$ cat config.mk
export PLATFORM = sky130hd
export DESIGN_NAME = ddr_ctr_rd_resp
export DESIGN_NICKNAME = d
export VERILOG_FILES = /design/src/rtl/ddr_ctr_rd_resp_pkg.sv /design/src/rtl/ddr_ctr_rd_resp_fifo.sv /design/src/rtl/ddr_ctr_rd_resp.sv
export SDC_FILE = /design/constraint.sdc
export NUM_CORES = 1
export LEC_CHECK = 0
export CAP_MARGIN = 20
export CELL_PAD_IN_SITES_DETAIL_PLACEMENT = 0
export CELL_PAD_IN_SITES_GLOBAL_PLACEMENT = 2
export CORE_MARGIN = 1.5
export CORE_UTILIZATION = 36
export CTS_CLUSTER_DIAMETER = 100
export DETAILED_ROUTE_END_ITERATION = 7
export PLACE_DENSITY_LB_ADDON = 0.1
export SETUP_SLACK_MARGIN = 0.1
export SKIP_LAST_GASP = 1
export SYNTH_ARGS = -nofsm -noshare
export SYNTH_HDL_FRONTEND = slang
export SYNTH_HIERARCHICAL = 1
export SYNTH_SLANG_ARGS = --single-unit
$ cat constraint.sdc
create_clock -name clk -period 10.88 [get_ports clk]
set_clock_uncertainty 0.15 [all_clocks]
set_input_delay 3.264 -clock clk [delete_from_list [all_inputs] [get_ports clk]]
set_output_delay 3.264 -clock clk [all_outputs]
set_load 0.005 [all_outputs]
$ cat src/rtl/ddr_ctr_rd_resp_pkg.sv
// ddr_ctr_rd_resp_pkg: shared resp codes, FSM encoding and beat-record sizing
package ddr_ctr_rd_resp_pkg;

   localparam logic [1:0] RESP_OKAY   = 2'b00;
   localparam logic [1:0] RESP_SLVERR = 2'b10;

   typedef enum logic [1:0] {
      ST_INIT  = 2'd0,
      ST_IDLE  = 2'd1,
      ST_BURST = 2'd2
   } state_t;

   // A buffered beat carries {resp[1:0], last, data}
   localparam int BEAT_EXTRA = 3;

   function automatic int beat_w(input int data_w);
      return data_w + BEAT_EXTRA;
   endfunction

endpackage

$ cat src/rtl/ddr_ctr_rd_resp_fifo.sv
// rd_resp_fifo: 2-entry synchronous FIFO holding R-channel beat records
module rd_resp_fifo #(
   parameter int W = 35
) (
   input  logic         clk,
   input  logic         rst,
   input  logic         push,
   input  logic         pop,
   input  logic [W-1:0] din,
   output logic [W-1:0] dout,
   output logic         full,
   output logic         empty,
   output logic [1:0]   count
);

   logic [W-1:0] mem [2];
   logic         wp;
   logic         rp;

   // Storage and pointers; entries clear on reset so the head reads zero
   always_ff @(posedge clk or posedge rst) begin
      if (rst) begin
         mem[0] <= '0;
         mem[1] <= '0;
         wp     <= 1'b0;
         rp     <= 1'b0;
         count  <= 2'd0;
      end else begin
         if (push) begin
            mem[wp] <= din;
            wp      <= ~wp;
         end
         if (pop) rp <= ~rp;
         count <= count + {1'b0, push} - {1'b0, pop};
      end
   end

   assign dout  = mem[rp];
   assign full  = count == 2'd2;
   assign empty = count == 2'd0;

endmodule

$ cat src/rtl/ddr_ctr_rd_resp.sv
// ddr_ctr_rd_resp: AXI4-style read responder with init delay and 1-cycle memory port
module ddr_ctr_rd_resp
   import ddr_ctr_rd_resp_pkg::*;
#(
   parameter int ADDR_W      = 32,
   parameter int DATA_W      = 32,
   parameter int MEM_AW      = 10,
   parameter int INIT_CYCLES = 16
) (
   input  logic              clk,
   input  logic              rst,
   output logic              ddr_ready,
   input  logic [ADDR_W-1:0] araddr,
   input  logic [7:0]        arlen,
   input  logic              arvalid,
   output logic              arready,
   output logic [DATA_W-1:0] rdata,
   output logic [1:0]        rresp,
   output logic              rlast,
   output logic              rvalid,
   input  logic              rready,
   output logic              mem_en,
   output logic [MEM_AW-1:0] mem_addr,
   input  logic [DATA_W-1:0] mem_rdata
);

   localparam int BL = $clog2(DATA_W / 8);
   localparam int IW = $clog2(INIT_CYCLES + 1);
   localparam int BW = beat_w(DATA_W);

   state_t            state, state_nx;
   logic [IW-1:0]     init_cnt;
   logic [ADDR_W-1:0] word;
   logic              err;
   logic [8:0]        left;
   logic              infl;
   logic              infl_last;
   logic              ar_hs;
   logic              issue;
   logic [2:0]        occ;
   logic              push;
   logic              pop;
   logic              full;
   logic              empty;
   logic [1:0]        count;
   logic [BW-1:0]     din;
   logic [BW-1:0]     dout;

   // Post-reset init delay; saturates once ddr_ready is reached
   always_ff @(posedge clk or posedge rst) begin
      if (rst) init_cnt <= '0;
      else if (init_cnt != IW'(INIT_CYCLES)) init_cnt <= init_cnt + 1'b1;
   end

   assign ddr_ready = init_cnt == IW'(INIT_CYCLES);
   assign word      = araddr >> BL;
   assign ar_hs     = arvalid & arready;
   assign pop       = rvalid & rready;

   // Credit counts a beat leaving this cycle so a streaming burst sustains one beat per cycle
   assign occ   = {1'b0, count} + {2'b0, infl} - {2'b0, pop};
   assign issue = state == ST_BURST && left != 9'd0 && occ < 3'd2;
   assign mem_en = issue & ~err;

   // FSM state register
   always_ff @(posedge clk or posedge rst) begin
      if (rst) state <= ST_INIT;
      else     state <= state_nx;
   end

   // FSM next state
   always_comb begin
      state_nx = state;
      if (state == ST_INIT && ddr_ready) state_nx = ST_IDLE;
      else if (state == ST_IDLE && ar_hs) state_nx = ST_BURST;
      else if (state == ST_BURST && pop && rlast) state_nx = ST_IDLE;
   end

   // FSM outputs
   always_comb begin
      arready = state == ST_IDLE;
   end

   // Burst context and issue tracking; error beats share the read pipeline timing
   always_ff @(posedge clk or posedge rst) begin
      if (rst) begin
         mem_addr  <= '0;
         err       <= 1'b0;
         left      <= 9'd0;
         infl      <= 1'b0;
         infl_last <= 1'b0;
      end else begin
         infl      <= issue;
         infl_last <= issue && left == 9'd1;
         if (ar_hs) begin
            mem_addr <= araddr[BL +: MEM_AW];
            err      <= word >= ADDR_W'(2 ** MEM_AW);
            left     <= {1'b0, arlen} + 9'd1;
         end else if (issue) begin
            mem_addr <= mem_addr + 1'b1;
            left     <= left - 9'd1;
         end
      end
   end

   assign push = infl & ~full;
   assign din  = {err ? RESP_SLVERR : RESP_OKAY, infl_last, err ? {DATA_W{1'b0}} : mem_rdata};

   rd_resp_fifo #(.W(BW)) u_fifo (
      .clk   (clk),
      .rst   (rst),
      .push  (push),
      .pop   (pop),
      .din   (din),
      .dout  (dout),
      .full  (full),
      .empty (empty),
      .count (count)
   );

   assign rvalid = ~empty;
   assign rdata  = empty ? {DATA_W{1'b0}} : dout[DATA_W-1:0];
   assign rlast  = ~empty & dout[DATA_W];
   assign rresp  = empty ? RESP_OKAY : dout[DATA_W+2:DATA_W+1];

endmodule
==> impl_results.md <==
* Routed Antenna Nets at 0
* Largest net degree at the start of global routing at 75
* Share of the synthesized area in the top cell type at ~46%
* DP Wirelength at between 8 and 9 mm
* Final Slew Violations at 0
* Setup TNS at 0 ns
* Synth Flop Type: dfrtp_1
* Number of global-route vias before repair at about 4.1k
* Ys async rst share at 100%
* # hold bufs at CTS at 0
* CTS Buf Count at 9
* Detailed Routing Iterations Pass 1 at 4
* Reg-to-Reg Start: u_fifo/count[1]
* WL met1 at approximately 5.8 mm
* DR iter-0 viols at approximately 140
* Critical Path RT at about 7.5 ns
* Worst setup EP type: output pin
* Final net count at about 670
* Worst R2R Setup Slack at approximately 7.0 ns
* Final min period at ~9.8 ns
* Clk slew on worst S/H paths at 0.06 ns
* Highest net fanout along the worst path at 10
* Ranking of synthesized cells by area: dfrtp_1 46%, mux2_2 15%, mux2_4 8.0%
* Seq cells post-synth at 103
* Die W at 128 um
* Worst-margin pin slew at 0.998 ns
* DR vias at 3857
* Startpoint types: primary input
* Min-delay src: init_cnt[4]
* Routed length on met3 at about 800 um
* R2R depth at 10
* Fin crit share at roughly nine tenths
* Routed vias/inst at approximately 4.8
* Uppermost routed layer: met4
* CORE AREA at 15300 um2
* CTS tree: done
* Peak supply drop at roughly 0.1 mV
* Grt ovf at 0
* Post-Route WL at between 10 and 15 mm
* Port bufs at between 100 and 150
* CTS Sinks at 103
* Share of cells above drive strength 1 at approximately a quarter
* Status: finished, final reports clean
* Synth top cells by count: 103 x dfrtp_1, 76 x mux2_2, 72 x nor2b_1
* Post-synth EDFFs at 0
* Pwr dens at between 200 and 250 nW/um2
* Register area share after synthesis at around 46%
* Data arrival, critical path at approximately 6.4 ns
* GRT Total Usage at between 15 and 20%
* DIE HEIGHT at about 130 um
* Yosys warns at 6
* Post-synthesis cell area at roughly 5600 um2
* Fill cells at between 1k and 1.5k
* WHS at between 0.3 and 0.4 ns
* Fin area at between 7000 and 8000 um2
* Area Overhead vs Synth at 29.1%
* # Post-CTS Setup Buffers at 0
* # diodes at 0
* Class of the worst hold path: reg -> reg
* Cells after Synth at about 470
* Final Hold Fails at 0
* R2r endpoint: left[6]
* DIE AREA at 16400 um2
* Average wire per standard cell at 15.7 um
* Power Total at about 1.7 mW
* Met2 wire len at slightly below 6 mm
* Leak Pwr at ~3.1 nW
* Hold path depth at 1
* Most frequent cell after synthesis: dfrtp_1
* Setup CP Type: in -> out
* Global-route wire length before repair at between 20 and 25 mm
* FP Rows at 45
* Clk_lat worst skew at ~0.35 ns
* I/O pin cnt at 125
* Post-CTS sizing at 0
* Synthesized area per cell at between 10 and 15 um2
* Maxcap violations at 0
* Worst hold endpoint: init_cnt[4]
* Starting density of the core at 36.9%
* Final setup viols at 0
* Bufs on Longest Clock Path at 2
* RSZ-0062 raised after global routing: false
* Reg area at 2580 um2
* Max transition margin at 33.3%
* CTS root buf: clkbuf_16
* Initial antenna violation count at 0
* Area occupied by multi-input gates at approximately 2800 um2
* Placed Area at ~7000 um2
* Max Clk Rate at 102 MHz
* Yosys top cell by area: dfrtp_1
* Distinct cells, synth at between 50 and 60
* DRC at 0
* RD Place Congestion at 0.754
* CTS H-tree lvls at 3
## cell families (layout without fill, tap and decap cells)
kind of cell	count (synthesis)	count (layout)	synth area share, %
other	1	2	0.0666
buffers and inverters	37	157	4.25
AND/OR/NAND/NOR	154	154	16.2
AO/OA/AOI/OAI	37	37	4.36
multiplexers	110	110	23.9
flip-flops	103	103	45.8
XOR/XNOR	21	21	3.27
adder cells (fa/ha/maj)	9	9	2.13
## placed cells by master, fill, tap and decap left out, types with 2 or more instances in the layout
cell type,n
a21o_1,3
a21oi_1,5
a221o_1,4
and4_1,2
buf_4,5
clkbuf_1,2
clkbuf_16,9
clkbuf_8,2
clkdlybuf4s50_1,122
clkinv_2,3
conb_1,2
dfrtp_1,102
ha_1,8
inv_1,12
mux2_2,76
mux2_4,30
mux2i_1,4
nand2_1,15
nand2_2,3
nand3_1,11
nand4_1,2
nand4b_1,2
nor2_1,19
nor2b_1,72
nor3_1,6
nor3_2,2
nor4_1,6
o21ai_0,14
o21ai_1,2
or3_1,2
xnor2_1,11
xor2_1,10
## per-layer routing
layer / track usage (%) / vias up
met5: 0 / -
li1: - / 1854
met4: 4.10 / 0
met2: 26.5 / 96
met1: 20.8 / 1900
met3: 5.55 / 7
## sequential cells by signal, summed over array words and instances (netlist names)
name,cells
u_fifo/mem,70
mem_addr,10
left,9
init_cnt,5
state,2
u_fifo/count,2
err,1
infl,1
infl_last,1
u_fifo/rp,1
u_fifo/wp,1
## metrics by stage
| step | util (%) | std cells | setup WS (ns) |
|---|---|---|---|
| floorplan | - | 473 | 2.33 |
| global placement | 45.8 | 788 | 1.01 |
| detailed placement | 45.8 | 788 | 1.02 |
| CTS | 47.6 | 804 | 1.00 |
| global route | 47.6 | 804 | 0.727 |
| finish | 47.6 | 804 | 1.05 |
## area by class of cell
| class | instances | share of cell area [%] |
|---|---|---|
| Tap cell | 211 | 3.63 |
| Sequential cell | 103 | 35.5 |
| Clock buffer | 13 | 3.58 |
| Timing Repair Buffer | 127 | 17.3 |
| Multi-Input combinational cell | 333 | 39.0 |
| Clock inverter | 3 | 0.241 |
| Inverter | 14 | 0.740 |
## power breakdown
part / internal, mW / leakage (nW) / total, mW / switching [mW]
logic: 0.477 / 1.65 / 0.755 / 0.278
clock network: 0.167 / 0.136 / 0.306 / 0.139
registers: 0.529 / 1.31 / 0.661 / 0.132
total: 1.17 / 3.10 / 1.72 / 0.548
## worst max-delay path by stage
stage          cells past startpoint      to  slack, ns   start
6_report                          10  mem_en       1.05  rready
5_1_grt                           10  mem_en       0.73  rready
4_1_cts                           10  mem_en       1.00  rready
3_5_place_dp                      10  mem_en       1.02  rready
3_3_place_gp                      10  mem_en       1.01  rready
2_1_floorplan                      8  mem_en       2.33  rready
## critical path: stages
cell and delay (ns):
clkdlybuf4s50_1 0.46, nor2b_1 0.34, nor2b_1 0.27, o21ai_0 0.15, fa_1 0.39, xor2_1 0.18
nor3_2 0.42, nand2_2 0.26, nor2_1 0.15, clkdlybuf4s50_1 0.53
(Power assumes the default switching activity.)
